===== config.mk =====
export PLATFORM = sky130hd
export DESIGN_NAME = cpu_core_param
export DESIGN_NICKNAME = d
export VERILOG_FILES = /design/src/rtl/cpu_pkg.sv /design/src/rtl/cpu_alu.sv /design/src/rtl/cpu_core_param.sv
export SDC_FILE = /design/constraint.sdc
export NUM_CORES = 1
export LEC_CHECK = 0
export CORE_UTILIZATION = 55
export DETAILED_ROUTE_END_ITERATION = 8
export GPL_TIMING_DRIVEN = 0
export PLACE_DENSITY_LB_ADDON = 0.15
export SETUP_SLACK_MARGIN = 0.3
export SYNTH_ARGS = -nofsm -noshare
export SYNTH_HDL_FRONTEND = slang
export SYNTH_HIERARCHICAL = 1
export SYNTH_SLANG_ARGS = --single-unit
export TNS_END_PERCENT = 5

===== constraint.sdc =====
create_clock -name clk -period 3.95 [get_ports clk]
set_input_delay 0.5925 -clock clk [delete_from_list [all_inputs] [get_ports clk]]
set_output_delay 0.5925 -clock clk [all_outputs]
set_load 0.01 [all_outputs]

===== src/rtl/cpu_pkg.sv =====
// -----------------------------------------------------------------------------
// cpu_pkg
// Shared definitions for the parametrised multi-cycle CPU core:
//   - 16-bit instruction field positions
//   - 4-bit opcode enum (opcode 0 is MUL when CPU_MUL_EN is defined, else NOP)
//   - FSM state enum
//   - ALU operation select and the per-opcode decode helper
// Optional feature macro: CPU_MUL_EN
// -----------------------------------------------------------------------------
package cpu_pkg;

  localparam int INSTR_W  = 16;
  localparam int MAX_REGS = 8;   // 3-bit register fields address at most 8 GPRs

  // Instruction field bit positions: op[15:12] rd[11:9] rs1[8:6] rs2[5:3] imm[7:0]
  localparam int OP_MSB  = 15;
  localparam int OP_LSB  = 12;
  localparam int RD_MSB  = 11;
  localparam int RD_LSB  = 9;
  localparam int RS1_MSB = 8;
  localparam int RS1_LSB = 6;
  localparam int RS2_MSB = 5;
  localparam int RS2_LSB = 3;
  localparam int IMM_MSB = 7;
  localparam int IMM_LSB = 0;

  typedef enum logic [3:0] {
`ifdef CPU_MUL_EN
    OP_MUL = 4'h0,
`else
    OP_NOP = 4'h0,
`endif
    OP_ADD = 4'h1,
    OP_SUB = 4'h2,
    OP_AND = 4'h3,
    OP_OR  = 4'h4,
    OP_XOR = 4'h5,
    OP_NOT = 4'h6,
    OP_SHL = 4'h7,
    OP_SHR = 4'h8,
    OP_LDI = 4'h9,
    OP_MOV = 4'hA,
    OP_JMP = 4'hB,
    OP_BZ  = 4'hC,
    OP_BC  = 4'hD,
    OP_CMP = 4'hE,
    OP_HLT = 4'hF
  } opcode_e;

  typedef enum logic [2:0] {
    S_IDLE,
    S_FETCH,
    S_DECODE,
    S_EXEC,
    S_WB,
    S_HALT
  } state_e;

  typedef enum logic [3:0] {
    ALU_ADD,
    ALU_SUB,
    ALU_AND,
    ALU_OR,
    ALU_XOR,
    ALU_NOT,
    ALU_SHL,
    ALU_SHR,
    ALU_PASS_A,
    ALU_PASS_B,
    ALU_MUL
  } alu_op_e;

  typedef struct packed {
    alu_op_e alu_op;
    logic    wr_gpr;     // instruction ends with a GPR writeback
    logic    upd_flags;  // instruction updates Z/C
  } decode_t;

  // Per-opcode control. Branches, NOP and HLT keep the defaults; the core
  // handles their pc/state effects directly.
  function automatic decode_t decode_op(opcode_e op);
    decode_t d;
    d = '{alu_op: ALU_PASS_A, wr_gpr: 1'b0, upd_flags: 1'b0};
    case (op)
      OP_ADD: d = '{alu_op: ALU_ADD,    wr_gpr: 1'b1, upd_flags: 1'b1};
      OP_SUB: d = '{alu_op: ALU_SUB,    wr_gpr: 1'b1, upd_flags: 1'b1};
      OP_AND: d = '{alu_op: ALU_AND,    wr_gpr: 1'b1, upd_flags: 1'b1};
      OP_OR:  d = '{alu_op: ALU_OR,     wr_gpr: 1'b1, upd_flags: 1'b1};
      OP_XOR: d = '{alu_op: ALU_XOR,    wr_gpr: 1'b1, upd_flags: 1'b1};
      OP_NOT: d = '{alu_op: ALU_NOT,    wr_gpr: 1'b1, upd_flags: 1'b1};
      OP_SHL: d = '{alu_op: ALU_SHL,    wr_gpr: 1'b1, upd_flags: 1'b1};
      OP_SHR: d = '{alu_op: ALU_SHR,    wr_gpr: 1'b1, upd_flags: 1'b1};
      OP_LDI: d = '{alu_op: ALU_PASS_B, wr_gpr: 1'b1, upd_flags: 1'b0};
      OP_MOV: d = '{alu_op: ALU_PASS_A, wr_gpr: 1'b1, upd_flags: 1'b0};
      OP_CMP: d = '{alu_op: ALU_SUB,    wr_gpr: 1'b0, upd_flags: 1'b1};
`ifdef CPU_MUL_EN
      OP_MUL: d = '{alu_op: ALU_MUL,    wr_gpr: 1'b1, upd_flags: 1'b1};
`endif
      default: ;
    endcase
    return d;
  endfunction

endpackage


===== src/rtl/cpu_alu.sv =====
// -----------------------------------------------------------------------------
// cpu_alu
// Combinational ALU for cpu_core_param. All arithmetic is modulo 2^DATA_W.
// Ports:
//   a_i, b_i  [DATA_W]  operands (b_i carries the zero-extended immediate for LDI)
//   op_i      alu_op_e  operation select
//   result_o  [DATA_W]  result
//   z_o       1         result == 0
//   c_o       1         carry (ADD), borrow (SUB), bit shifted out (SHL/SHR),
//                       high half non-zero (MUL); 0 for logic ops
// Optional feature macro: CPU_MUL_EN (adds the DATA_W x DATA_W multiplier)
// -----------------------------------------------------------------------------
module cpu_alu
  import cpu_pkg::*;
#(
  parameter int DATA_W = 8
) (
  input  logic [DATA_W-1:0] a_i,
  input  logic [DATA_W-1:0] b_i,
  input  alu_op_e           op_i,
  output logic [DATA_W-1:0] result_o,
  output logic              z_o,
  output logic              c_o
);

`ifdef CPU_MUL_EN
  logic [2*DATA_W-1:0] prod;
  assign prod = {{DATA_W{1'b0}}, a_i} * {{DATA_W{1'b0}}, b_i};
`endif

  always_comb begin
    // NOTE: every output gets a default before the case, so no op leaves a
    // value unassigned and no latch is inferred.
    result_o = '0;
    c_o      = 1'b0;
    case (op_i)
      ALU_ADD:    {c_o, result_o} = {1'b0, a_i} + {1'b0, b_i};
      ALU_SUB: begin
        result_o = a_i - b_i;
        c_o      = (a_i < b_i);
      end
      ALU_AND:    result_o = a_i & b_i;
      ALU_OR:     result_o = a_i | b_i;
      ALU_XOR:    result_o = a_i ^ b_i;
      ALU_NOT:    result_o = ~a_i;
      ALU_SHL:    {c_o, result_o} = {a_i, 1'b0};
      ALU_SHR:    {result_o, c_o} = {1'b0, a_i};
      ALU_PASS_A: result_o = a_i;
      ALU_PASS_B: result_o = b_i;
`ifdef CPU_MUL_EN
      ALU_MUL: begin
        result_o = prod[DATA_W-1:0];
        c_o      = |prod[2*DATA_W-1:DATA_W];
      end
`endif
      default: ;
    endcase
    z_o = (result_o == '0);
  end

endmodule


===== src/rtl/cpu_core_param.sv =====
// -----------------------------------------------------------------------------
// cpu_core_param
// Parametrised multi-cycle CPU core: IDLE -> FETCH -> DECODE -> EXEC [-> WB]
// with a HALT state and restart. Instructions arrive over a req/valid fetch port.
// Ports:
//   clk, rst (async, active-low)
//   run                      start pulse, honoured in IDLE/HALT
//   ld_en, ld_addr, ld_data  GPR preload, honoured in IDLE/HALT
//   imem_req, imem_addr      fetch request held until imem_valid; address = pc
//   imem_rdata, imem_valid   instruction word, sampled only in FETCH
//   wb_en, wb_addr, wb_data  one-cycle pulse per instruction GPR write
//   flag_z, flag_c           zero / carry-borrow flags
//   busy                     FETCH/DECODE/EXEC/WB
//   halted                   HALT
// Parameters: DATA_W (8..32), NREGS (2/4/8), PC_W (4..16)
// Optional feature macro: CPU_MUL_EN (opcode 0 becomes MUL instead of NOP)
// -----------------------------------------------------------------------------
module cpu_core_param
  import cpu_pkg::*;
#(
  parameter int DATA_W = 8,
  parameter int NREGS  = 4,
  parameter int PC_W   = 8
) (
  input  logic               clk,
  input  logic               rst,
  input  logic               run,
  input  logic               ld_en,
  input  logic [2:0]         ld_addr,
  input  logic [DATA_W-1:0]  ld_data,
  output logic               imem_req,
  output logic [PC_W-1:0]    imem_addr,
  input  logic [INSTR_W-1:0] imem_rdata,
  input  logic               imem_valid,
  output logic               wb_en,
  output logic [2:0]         wb_addr,
  output logic [DATA_W-1:0]  wb_data,
  output logic               flag_z,
  output logic               flag_c,
  output logic               busy,
  output logic               halted
);

  // Register fields keep only their low $clog2(NREGS) bits. The array is sized
  // for the full 3-bit field so masked indices match its width exactly; entries
  // at or above NREGS are never written and stay constant zero.
  localparam logic [2:0] IDX_MASK = 3'(NREGS - 1);

  state_e              state_q;
  logic [PC_W-1:0]     pc_q;
  logic [INSTR_W-1:0]  ir_q;
  logic [DATA_W-1:0]   a_q, b_q;
  logic                z_q, c_q;
  logic [DATA_W-1:0]   gpr_q [MAX_REGS];
  logic                wb_en_q;
  logic [2:0]          wb_addr_q;
  logic [DATA_W-1:0]   wb_data_q;
  logic                imem_req_q, busy_q, halted_q;

  opcode_e             op;
  decode_t             dec;
  logic [2:0]          rd_f, rs1_f, rs2_f, ld_f;
  logic [7:0]          imm;
  logic [DATA_W-1:0]   alu_b, alu_res;
  logic                alu_z, alu_c;
  logic [PC_W-1:0]     pc_inc, br_target, pc_next;

  assign op        = opcode_e'(ir_q[OP_MSB:OP_LSB]);
  assign dec       = decode_op(op);
  assign rd_f      = ir_q[RD_MSB:RD_LSB] & IDX_MASK;
  assign rs1_f     = ir_q[RS1_MSB:RS1_LSB] & IDX_MASK;
  assign rs2_f     = ir_q[RS2_MSB:RS2_LSB] & IDX_MASK;
  assign ld_f      = ld_addr & IDX_MASK;
  assign imm       = ir_q[IMM_MSB:IMM_LSB];
  assign alu_b     = (op == OP_LDI) ? DATA_W'(imm) : b_q;
  assign pc_inc    = pc_q + PC_W'(1);
  assign br_target = PC_W'(imm);

  // Branches test the flags left by earlier instructions; they never update them.
  always_comb begin
    pc_next = pc_inc;
    case (op)
      OP_JMP:  pc_next = br_target;
      OP_BZ:   if (z_q) pc_next = br_target;
      OP_BC:   if (c_q) pc_next = br_target;
      default: ;
    endcase
  end

  cpu_alu #(
    .DATA_W (DATA_W)
  ) u_alu (
    .a_i      (a_q),
    .b_i      (alu_b),
    .op_i     (dec.alu_op),
    .result_o (alu_res),
    .z_o      (alu_z),
    .c_o      (alu_c)
  );

  // NOTE: all sequential state uses non-blocking assignments so every register
  // in this block samples the pre-edge values regardless of statement order.
  always_ff @(posedge clk or negedge rst) begin
    if (!rst) begin
      state_q    <= S_IDLE;
      pc_q       <= '0;
      ir_q       <= '0;
      a_q        <= '0;
      b_q        <= '0;
      z_q        <= 1'b0;
      c_q        <= 1'b0;
      wb_en_q    <= 1'b0;
      wb_addr_q  <= '0;
      wb_data_q  <= '0;
      imem_req_q <= 1'b0;
      busy_q     <= 1'b0;
      halted_q   <= 1'b0;
      // NOTE: the GPRs are plain flops rather than a RAM, so they take the
      // async reset like any other architectural state.
      for (int i = 0; i < MAX_REGS; i++) gpr_q[i] <= '0;
    end else begin
      wb_en_q <= 1'b0;
      case (state_q)
        S_IDLE, S_HALT: begin
          if (ld_en) gpr_q[ld_f] <= ld_data;
          if (run) begin
            state_q    <= S_FETCH;
            pc_q       <= '0;      // IDLE is only reached via reset, so pc is 0 there too
            imem_req_q <= 1'b1;
            busy_q     <= 1'b1;
            halted_q   <= 1'b0;
          end
        end
        S_FETCH: begin
          if (imem_valid) begin
            ir_q       <= imem_rdata;
            imem_req_q <= 1'b0;
            state_q    <= S_DECODE;
          end
        end
        S_DECODE: begin
          a_q     <= gpr_q[rs1_f];
          b_q     <= gpr_q[rs2_f];
          state_q <= S_EXEC;
        end
        S_EXEC: begin
          if (dec.upd_flags) begin
            z_q <= alu_z;
            c_q <= alu_c;
          end
          if (op == OP_HLT) begin
            state_q  <= S_HALT;
            busy_q   <= 1'b0;
            halted_q <= 1'b1;
          end else if (dec.wr_gpr) begin
            wb_en_q   <= 1'b1;
            wb_addr_q <= rd_f;
            wb_data_q <= alu_res;
            state_q   <= S_WB;
          end else begin
            pc_q       <= pc_next;
            imem_req_q <= 1'b1;
            state_q    <= S_FETCH;
          end
        end
        S_WB: begin
          gpr_q[wb_addr_q] <= wb_data_q;
          pc_q             <= pc_inc;
          imem_req_q       <= 1'b1;
          state_q          <= S_FETCH;
        end
        default: state_q <= S_IDLE;
      endcase
    end
  end

  assign imem_req  = imem_req_q;
  assign imem_addr = pc_q;
  assign wb_en     = wb_en_q;
  assign wb_addr   = wb_addr_q;
  assign wb_data   = wb_data_q;
  assign flag_z    = z_q;
  assign flag_c    = c_q;
  assign busy      = busy_q;
  assign halted    = halted_q;

endmodule


### Word level (Yosys, flattened, before mapping)

Cells that the tools add are included.

| operators by class | value |
|---|---|
| add/subtract/negate cells | 3 |
| $mul | 0 |
| divide/modulo/power cells | 0 |
| magnitude comparators | 7 |
| equality and inequality tests | 35 |
| shifts and indexed selects | 0 |
| muxes and demuxes | 43 |
| bitwise gates (word level) | 9 |
| reductions and logical operators | 18 |

Operators with widths:

| operator | number |
|---|---|
| $bwmux W64 | 2 |
| $pmux W64 S2 | 1 |
| $mux W8 | 12 |
| $pmux W8 S10 | 1 |
| $pmux W6 S11 | 1 |
| $mux W64 | 1 |
| $bmux W8 S3 | 2 |
| $demux W8 S3 | 2 |
| $pmux W8 S3 | 2 |
| $eq A4 B4 Y1 const B | 10 |
| $eq A4 B3 Y1 const B | 8 |
| $eq A4 B2 Y1 const B | 4 |
| $ge A4 B4 Y1 const B | 4 |
| $not A2 Y4 | 4 |
| $pmux W3 S5 | 1 |
| $mux W3 | 4 |
| $ne A2 B2 Y1 const B | 6 |
| $mux W1 | 10 |
| $add A8 B8 Y9 | 1 |
| $add A8 B1 Y8 const B | 1 |
| $and A8 B8 Y8 | 1 |
| $eq A4 B1 Y1 const B | 2 |
| $logic_not A8 Y1 | 1 |
| $lt A4 B1 Y1 const B | 2 |
| 22 further kinds | 32 |

| storage, ports and cells | value |
|---|---|
| bits in registers | 123 |
| latch bits | 0 |
| RAM bits | 0 |
| ROM bits | 0 |
| input bits | 32 |
| output and inout port bits | 25 |
| memories | 0 |

### Longest topological paths before layout

Gate-level depths: netlist of the first run.

| logic depth | value |
|---|---|
| word-level depth | 8 |
| depth in mapped cells | 16 |
| depth with buffers taken out | 14 |

### Modules after synthesis

Netlist of the first run, hierarchy kept.

By module, submodules not included:

| module | instances | cells each | area each (sq um) | sequential area each (sq um) |
|---|---|---|---|---|
| cpu_core_param | 1 | 376 | 4730.8 | 2227.1 |
| cpu_alu | 1 | 224 | 1555.2 | 0.0 |

### Worst setup path after synthesis of the first run

No wires, ideal clock.

| timing | value |
|---|---|
| path kind | register to register |
| start point | register ir_q[15] |
| end point | register z_q, in the netlist flag_z |
| data arrival time | 3485 ps |
| setup slack | 341 ps |
| cell stages (with the launch flop) | 16 |
| period minus slack after synthesis | 3609 ps |
| path through | dfrtp_1 clkbuf_2 nor2b_1 and3_1 buf_2 mux2_2 ha_1 fa_1 a21o_1 a21oi_1 nand2b_1 a21oi_1 o221a_2 o21ai_0 and4bb_1 mux2_2 |

| between the ends | value |
|---|---|
| longest elaborated chain between the ends | 5 |
| elaborated cells on any way between the ends | 31 |
| classes of those cells | add/sub (2); eq/ne (20); mux (3); bitwise (3); reduce/logical (3) |

RTL lines:

| item | line | source |
|---|---|---|
| start: declaration | cpu_core_param.sv:51 | `logic [INSTR_W-1:0] ir_q;` |
| start signal: assignment | cpu_core_param.sv:136 | `ir_q <= imem_rdata;` |
| $eq A4 B4 Y1 (*) | cpu_core_param.sv:75 | `assign alu_b = (op == OP_LDI) ? DATA_W'(imm) : b_q;` |
| $mux W8 (*) | cpu_core_param.sv:75 |  |
| via alu_b[0] | cpu_core_param.sv:64 | `logic [DATA_W-1:0] alu_b, alu_res;` |
| $sub A8 B8 Y8 / $add A8 B8 Y9 (equally long branches) | cpu_alu.sv:39, cpu_alu.sv:37 |  |
| $pmux W8 S10 (*) | cpu_alu.sv:36 | `case (op_i)` |
| via alu_res[6] | cpu_core_param.sv:64 |  |
| $logic_not A8 Y1 (*) | cpu_alu.sv:58 | `z_o = (result_o == '0);` |
| via alu_z | cpu_core_param.sv:65 | `logic alu_z, alu_c;` |
| end signal: assignment | cpu_core_param.sv:148 | `z_q <= alu_z;` |
| end: declaration | cpu_core_param.sv:53 | `logic z_q, c_q;` |

The timed path passes the listed nets; every way through them passes the cells marked *.
A chain may end at the register's enable or synchronous reset.

### Final worst setup path of the first run

| timing | value |
|---|---|
| start point | register ir_q[14] |
| end point | register z_q, in the netlist flag_z |

The elaborated chain is that of the path after synthesis.

==> results of run 1 <==
[metrics by stage]
step                      utilization, %  instances  power (mW)  setup slack [ps]  hold slack (ps)
after floorplan                        -        600        4.94               341              297
after global placement              63.6        792        6.08              -927              459
after detailed placement            63.8        793        6.21              -278              466
after CTS                           67.5        814        7.28               311              239
after global routing                68.7        819        8.07               194              259
final                               68.7        819        7.59               315              216
[cells in the final DEF (no fill, tap or decap), types with 14 or more instances in the layout]
master / n
nand2_1: 26
buf_4: 14
nand3_1: 15
mux4_2: 16
o21ai_0: 14
mux2_2: 47
dfrtp_1: 89
nor2_1: 38
inv_1: 29
a21oi_1: 21
a21o_1: 34
clkdlybuf4s50_1: 51
ha_1: 22
a22o_1: 33
[logic make-up (layout without fill, tap and decap cells)]
logic type,after synthesis,after routing,synth area share [%]
fa+ha+maj,27,27,5.61
xor+xnor,4,4,0.557
simple gates,155,155,14.3
buf+inv,65,144,4.78
flops,89,89,35.4
other cells,1,1,0.0597
mux,82,82,17.9
compound gates,177,177,21.3
[flip-flops by register name, indices dropped and copies added, names as in the netlist]
register and cells:
gpr_q 32, ir_q 14, a_q 8, b_q 8, imem_addr 8, wb_data 8, state_q 3, wb_addr 2
busy 1, flag_c 1, flag_z 1, halted 1, imem_req 1, wb_en 1
[area by class of cell]
class                      instances  area (um^2)
buffer                            33          215
clock buffer                      10          229
inverter                          32          123
multi-input combinational        446         3870
fill                             842         3440
tap                              140          175
timing repair buffer              63          633
sequential                        89         2230
clock inverter                     6         68.8
[metal layers]
metal,vias to the layer above,global-route usage [%]
li1,2408,-
met2,200,46.8
met1,2594,40.5
met5,-,0
met3,27,5.32
met4,0,9.85
[where the power goes]
group	internal, mW	switching (mW)
Clock	0.491	0.370
Sequential	1.33	0.460
Combinational	2.30	2.64
Total	4.12	3.47
[critical path: cells and delay by family (launching register included)]
kind	cells	cell delay (ps)
AO/OA/AOI/OAI	3	680
adder cells (fa/ha/maj)	2	650
buffers and inverters	3	360
flip-flops	1	410
multiplexers	2	500
AND/OR/NAND/NOR	5	970
[what timing repair did]
action / in CTS / in global routing
pin swaps: 3 / 9
gates resized for setup: 19 / 24
endpoints found under the setup margin: 4 / 3
buffers inserted: 5 / 5
[final timing paths]
path / to / slack [ps] / cells after the start
min: state_q[0] / 220 / 1
max: flag_z / 320 / 15
max in group asynchronous: a_q[6] / 3110 / 2
max reg2reg: flag_z / 320 / 15
min reg2reg: halted / 480 / 1
min in group clk: halted / 480 / 1
==> results by group, run 1 <==
Logic synthesis
  – Post-synth EDFFs: 0
  – Ys Warns: 6
  – Commonest cells post-synth: 89 x dfrtp_1, 49 x mux2_2, 38 x nor2_1
  – Net Count, Synth: 659
  – Top_reg_cell synth: dfrtp_1
  – Unique masters post-synth: 80
  – Seq/Total Area, Yosys: 35.4%
  – Area leader, netlist: dfrtp_1
  – FFs w/ async S/R, synth: 100%
  – Synth Cell Area: 6290 um^2
  – Synth area leaders: dfrtp_1 35%, mux2_2 8.8%, mux4_2 5.7%, ha_1 5.0%, a22o_1 4.6%
  – Number of synthesized register bits: 89
  – Area fraction of the dominant cell type after synthesis: 35.4%
  – Average size of a mapped cell: 10.5 um^2
  – Cells after Synth: 600
  – Most numerous cell in the Yosys netlist: dfrtp_1

Global route
  – Initial antenna violation count: 0
  – First-pass GRT wire length: 26.4 mm
  – Total track usage: 29.4%
  – Pin count of the biggest net entering global routing: 51
  – Total grt overflow: 0
  – Vias in the first global route: 5,144

Critical path
  – Crit-path cells: buf_6, nor2b_4, and3_4, buf_8, mux2_4, ha_1, inv_1, fa_1, a21oi_1, o21ai_1, a221o_1, nor2_1, nor4b_2, and4bb_1, mux2_2
  – Critical-path top delay cell: fa_1
  – Worst-path fanout max: 10
  – Required @ worst endpoint: 4240 ps
  – Crit path launch: ir_q[14]
  – Critical path class: reg -> reg
  – WP data arrival: 3920 ps
  – Worst R2R Start: ir_q[14]
  – Crit path capture type: flip-flop
  – Max stage delay on crit path: 420 ps
  – Worst Setup Start Kind: flip-flop

Routing
  – Routed wire length: 16.4 mm
  – Vias: 5,229
  – Avg Vias per Cell: 6.38
  – WL met1: 7.26 mm
  – Avg WL per Cell: 20.0 um
  – Router iterations before antenna repair: 7
  – Uppermost layer routed: met4
  – Routed length on met3: 1.03 mm
  – Antenna Nets Post-Route: 0
  – Routed met2 length: 7.81 mm
  – Iteration-0 DRC Markers: 527
  – DRC viols: 0

Hold path
  – Worst Hold Class: in -> async

Die
  – Die area: 11,900 um^2
  – Core Region: 11,000 um^2
  – Die Y: 109 um
  – Starting Density: 57.2%
  – Rows: 38
  – Die W: 109 um
  – Io pins: 57

Power
  – Peak VDD IR: 676 uV
  – Leakage: 3.35 nW
  – Power Density: 1010 nW/um^2

STA
  – Skew final: 9.23 ps
  – Tcrit/Tclk final: 92.0%
  – Fin. max-slew vios: 0
  – Final Hold Vio Count: 0
  – Worst slew pin tran: 1120 ps
  – Max Clk Rate: 275 MHz
  – Finish-stage setup viols: 0
  – Slew HR: 24.6%
  – Final TNS setup: 0 ps
  – Min Tclk post-route: 3630 ps
  – RSZ-0062 raised after global routing: false

Placement
  – Placed inst area: 7010 um^2
  – DP HPWL: 12.2 mm
  – I/O Buffers: 52
  – Routability cong.: 0.928

Layout
  – Nets: 733
  – Diodes inserted: 0
  – Cell area after layout: 7540 um^2
  – Share of post-route cells with drive strength above 1: 26.8%
  – Area grow syn2layout: 20.0%

CTS
  – Num CTS Buffers: 9
  – Clock Sink Count: 89
  – Deepest clock path buffer count: 2
  – Hold_buf cts: 0
  – CTS tree: built
  – Htree depth: 3
  – Worst-path clk slew: 70 ps
  – Clk_lat worst skew: 350 ps
  – CTS Root Cell: clkbuf_16

Run status
  – Status: finished clean

Job
  – Max-Cap Viols: 0
Power figures use the tool's default switching activity.
==> run 2, diff against run 1 <==
--- a/config.mk
+++ b/config.mk
@@ -5,7 +5,7 @@
 export SDC_FILE = /design/constraint.sdc
 export NUM_CORES = 1
 export LEC_CHECK = 0
-export CORE_UTILIZATION = 55
+export CORE_UTILIZATION = 45
 export DETAILED_ROUTE_END_ITERATION = 8
 export GPL_TIMING_DRIVEN = 0
 export PLACE_DENSITY_LB_ADDON = 0.15
==> run 2 against run 1 <==
Clock skew is 2.1 ps lower. Maximum frequency is 2.1% higher. Routed wire length is 2.1% higher. Combinational power is 0.8% higher. Utilization is 12 points lower. Sequential power hardly changed. Power is 1.1% higher. Register-to-register slack better by 70 ps. Highest routed layer unchanged.
==> results by group, run 2 (synthesized netlist as in run 1, its figures left out) <==
Hold path
  – Worst Hold Class: in -> async

Routing
  – DRC viols: 0 (unchanged)
  – Iteration-0 DRC Markers: 348 (-34%)
  – Vias: 5,160 (-1.3%)
  – Antenna Nets Post-Route: 0 (unchanged)
  – Routed wire length: 16.8 mm (+2.1%)
  – Avg WL per Cell: 19.6 um (-2.4%)
  – Router iterations before antenna repair: 7 (unchanged)
  – Avg Vias per Cell: 6.02 (-5.7%)

Layout
  – Largest register by flop count: gpr_q
  – Most frequent cells in the layout: 89 x dfrtp_1, 51 x clkdlybuf4s50_1, 45 x mux2_2
  – Nets: 736 (+0.41%)
  – Biggest regs: gpr_q x32, ir_q x14
  – Share of post-route cells with drive strength above 1: 27.9% (+1.1 points)
  – Diodes inserted: 0 (unchanged)
  – Area grow syn2layout: 21.8%
  – Commonest non-fill, non-tap cell in the layout: dfrtp_1
  – Number of flip-flops in the largest register: 32 (unchanged)
  – Fillers: 1,232 (+46%)

Critical path
  – Crit path capture type: flip-flop
  – Crit path launch: ir_q[14]
  – R2R cell count: 15 (unchanged)
  – Critical Path End: flag_z
  – R2R setup slack: 390 ps (+70 ps)
  – WP data arrival: 3790 ps (-130 ps)
  – Worst-path fanout max: 5 (-5)
  – Required @ worst endpoint: 4180 ps (-60 ps)
  – Worst Setup Start Kind: flip-flop
  – Critical path class: reg -> reg
  – Reg2reg end: flag_z
  – Worst R2R Start: ir_q[14]

Global route
  – Pin count of the biggest net entering global routing: 56 (+9.8%)
  – Initial antenna violation count: 0 (unchanged)
  – First-pass GRT wire length: 27.0 mm (+2.2%)
  – Total track usage: 24.2% (-5.2 points)
  – Vias in the first global route: 4,935 (-4.1%)
  – Total grt overflow: 0 (unchanged)

Placement
  – Routability cong.: 0.926 (-0.16%)
  – Post-Place Worst Slack: -375 ps (-97.4 ps)
  – DP HPWL: 12.6 mm (+3.9%)
  – I/O Buffers: 52 (unchanged)

STA
  – Slew HR: 48.0% (+23 points)
  – Min Tclk post-route: 3560 ps (-74.3 ps)
  – Skew final: 7.13 ps (-2.10 ps)
  – Final TNS setup: 0 ps (unchanged)
  – RSZ-0062 raised after global routing: false
  – Finish-stage setup viols: 0 (unchanged)
  – Setup slack after layout: 390 ps (+74.3 ps)
  – Worst slew pin tran: 774 ps (-346 ps)
  – Final Hold Vio Count: 0 (unchanged)
  – Max Clk Rate: 281 MHz (+2.1%)
  – Tcrit/Tclk final: 90.1% (-1.9 points)
  – Fin. max-slew vios: 0 (unchanged)

Die
  – Die Y: 120 um (+10%)
  – Rows: 42 (+11%)
  – Starting Density: 46.7% (-11 points)
  – Io pins: 57 (unchanged)
  – Die W: 120 um (+10%)
  – Core Region: 13,500 um^2 (+22%)
  – Die area: 14,400 um^2 (+22%)

Job
  – Max-Cap Viols: 0 (unchanged)

Power
  – Leakage: 3.41 nW (+1.9%)
  – Power Density: 1000 nW/um^2 (-0.37%)
  – Peak VDD IR: 466 uV (-31%)

CTS
  – Clk_lat worst skew: 350 ps (about the same)
  – Clock Sink Count: 89 (unchanged)
  – CTS Root Cell: clkbuf_16
  – Htree depth: 3 (unchanged)
  – Worst-path clk slew: 60 ps (about the same)
  – Deepest clock path buffer count: 2 (unchanged)
  – Num CTS Buffers: 9 (unchanged)
  – CTS tree: built
  – Hold_buf cts: 0 (unchanged)

Run status
  – Status: finished clean
run 2: cell types whose count changed in the layout (fill, tap and decap cells not counted), sizes merged:
cell,change
bufinv,+1
clkbuf,+2
buf,+3
clkinvlp,-4
run 2: power by group:
| group | switching, mW | internal (mW) | leakage [nW] | total [mW] |
|---|---|---|---|---|
| sequential | 0.455 | 1.33 | 1.13 | 1.78 |
| clock | 0.339 | 0.567 | 0.153 | 0.906 |
| combinational | 2.65 | 2.34 | 2.13 | 4.98 |
| total | 3.44 | 4.23 | 3.41 | 7.67 |
run 2: per-stage QoR:
step | util [%] | hold slack, ps | instances | cell area [um^2] | power, mW
finish | 56.9 | 203 | 857 | 7650 | 7.67
CTS | 55.7 | 210 | 849 | 7490 | 7.39
floorplan | - | 297 | 600 | 6290 | 4.94
global route | 56.9 | 243 | 857 | 7650 | 8.18
global placement | 52.2 | 462 | 828 | 7030 | 6.15
detailed placement | 52.4 | 468 | 829 | 7050 | 6.26
run 2: final cells by class:
cell class                 instances  area (um^2)  share of cell area (%)
inverter                          32          123                    1.60
clock inverter                     3         65.1                   0.850
tap                              176          220                    2.88
buffer                            33          219                    2.86
clock buffer                      12          246                    3.22
timing repair buffer              66          656                    8.56
sequential                        89         2230                    29.1
multi-input combinational        446         3900                    50.9
run 2: what timing repair did:
action                                  4_1_cts  5_1_grt
endpoints found under the setup margin        5        3
buffers inserted                              5        8
pin swaps                                     4       11
hold endpoints to repair                      0        0
gates resized for setup                      22       34
run 2: worst max-delay path: stages, from the launching register on:
cell and delay [ps]:
dfrtp_1 410, buf_8 140, nor2b_4 110, and3_4 190
buf_6 130, mux2_4 340, ha_4 180, fa_2 380
a21o_1 190, a21oi_2 180, nand2b_4 150, a21oi_2 70
o221a_2 280, o21ai_2 140, and4bb_2 290, mux2_2 260
run 2: how the worst min path moves through the flow:
| stage | from | slack (ps) | depth (start not counted) | endpoint |
|---|---|---|---|---|
| 6_report | rst | 200 | 1 | halted |
| 5_1_grt | rst | 240 | 1 | halted |
| 4_1_cts | rst | 210 | 1 | imem_req |
| 3_5_place_dp | halted | 470 | 1 | halted |
| 3_3_place_gp | halted | 460 | 1 | halted |
| 2_1_floorplan | rst | 300 | 0 | a_q[0] |
run 2: metal layers:
metal  routed length, um  track usage [%]  vias up
li1                    -                -     2409
met1                7790             34.4     2563
met2                7730             36.7      155
met3                 785             3.49       33
met4                 454             10.5        0
met5                   0                0        -
==> run 3, diff against run 2 <==
--- a/config.mk
+++ b/config.mk
@@ -5,6 +5,7 @@
 export SDC_FILE = /design/constraint.sdc
 export NUM_CORES = 1
 export LEC_CHECK = 0
+export ABC_CLOCK_PERIOD_IN_PS = 3950
 export CORE_UTILIZATION = 45
 export DETAILED_ROUTE_END_ITERATION = 8
 export GPL_TIMING_DRIVEN = 0
==> results of run 3 <==
Final layout, timing and power as in run 2 (identical DEF).
==> patch, RTL diff (settings of run 2) <==
`OP_LSB`: 12 -> 11.
--- a/src/rtl/cpu_pkg.sv
+++ b/src/rtl/cpu_pkg.sv
@@ -14,7 +14,7 @@
 
   // Instruction field bit positions: op[15:12] rd[11:9] rs1[8:6] rs2[5:3] imm[7:0]
   localparam int OP_MSB  = 15;
-  localparam int OP_LSB  = 12;
+  localparam int OP_LSB  = 11;
   localparam int RD_MSB  = 11;
   localparam int RD_LSB  = 9;
   localparam int RS1_MSB = 8;
Function: same outputs for any inputs over 4 cycles, from zero or initial values and one cycle with rst low; that may be too few to reach the edited logic, so the function may still have changed.
==> patch against run 2 <==
  * Sequential cell count did not move
  * Worst setup slack got worse by 0.072 ns
  * Synthesized cell count shrank 1.8%
  * Critical endpoint unchanged
  * Global-route usage grew 0.40 points
  * Largest power group unchanged
  * Wire length rose by 3.5%
  * Sequential share of layout area decreased by 0.47 points
  * Cell area grew 1.7%
  * Combinational power shrank 0.8%
  * Power decreased by 1.6%
  * Area after synthesis is 0.74% higher
  * First-iteration DRC count up 33%
  * Die area up 0.73%
==> patch: results (changes against run 2) <==
stage,metric,value,unit,change
route,wl_met3,723,um,-7.9%
synth,synth_area_leaders,"dfrtp_1 35%, mux2_2 6.9%, mux4_2 5.7%",,
placement,dp_hpwl,12700,um,+0.77%
synth,yosysSeqAreaShare,0.352,,-0.00259
grt,grt_max_degree,58,,+3.6%
grt,use_met1,0.345,,about the same
layout,nMultiInputCombCells,423,,-5.2%
synth,ys_types,82,,+2.5%
synth,syn_area,6330,um^2,+0.74%
power,clkPwrFrac,0.114,,-0.004
grt,gr-usage-met2,0.395,,+0.0284
grt,grtUsageMet3,0.0344,,-0.000472
route,drt-wirelength-per-cell,20.4,um,+4.3%
cts,cts_max_level,3,,unchanged
route,wl_met1,8000,um,+2.6%
layout,nonClkBufAreaFrac,0.120,,+0.00554
route,dr_wl_met2,8330,um,+7.8%
grt,grt_pass1_wl,27200,um,+0.79%
layout,sh_seq_area,0.286,,-0.00473
layout,layout.nets,728,,-1.1%
placement,place_congestion,0.899,,-3.0%
critical_path,cp.arrival,3.86,ns,+0.07 ns
synth,synth_adder_area_share,0.0557,,-0.000410
synth,synthCells,589,,-1.8%
status,status,completed,,
power,p_leak,3.40,nW,-0.25%
route,routed_via_density,6.06,,+0.73%
layout,clkCellAreaFrac,0.0384,,-0.00227
power,internal-power,0.00412,W,-2.6%
route,drtPass1Iterations,6,,-1
route,vias,5155,,-0.097%
route,highest_layer,met4,,
synth,synth_xor_area_frac,0.00277,,-0.00281
synth,synthMuxAreaShare,0.181,,+0.00165
critical_path,startpoint,ir_q[13]$_DFFE_PN0P_,,
sta,slew_headroom,0.187,,-0.292
grt,grtUsageTotal,0.246,,+0.00402
synth,synth_nets,648,,-1.7%
layout,inverters,39,,+22%
critical_path,rrSetupSlack,0.32,ns,-0.07 ns
layout,nNonClkBuffers,107,,+8.1%
sta,whs,0.193,ns,-0.0100 ns
placement,place_inst,818,,-1.3%
grt,grt_pass1_vias,4957,,+0.45%
power,ir_worst_vdd,0.459,mV,-1.6%
==> patch: cell count changes after synthesis, sizes merged, moves of 4 or more <==
cell / delta
a22oi: +6
a22o: -8
buf: +4
nor4: +5
o21ai: +4
a21oi: -4
inv: +7
nor3: -5
a21o: -7
a221o: +5
a221oi: -4
nor2: -10
==> patch: metrics by stage <==
step	worst slack [ns]	total power, W	instance area, um^2
after detailed placement	-0.377	0.00601	7110
final	0.317	0.00755	7780
after CTS	0.306	0.00720	7610
after global routing	0.223	0.00801	7780
after global placement	-0.983	0.00590	7080
after floorplan	0.343	0.00474	6340
==> patch: timing repair <==
item | in CTS | in global routing
cloned | 0 | 0
resized for setup | 36 | 24
pin swaps | 10 | 17
buffers inserted | 9 | 7
setup endpoints to repair | 6 | 3
==> patch: worst reg2reg max path: cells and delay by family, from the launching register on <==
kind	cells	cell delay [ns]
compound gates	5	0.87
simple gates	4	0.82
mux	2	0.60
fa+ha+maj	2	0.54
flops	1	0.40
buf+inv	2	0.29
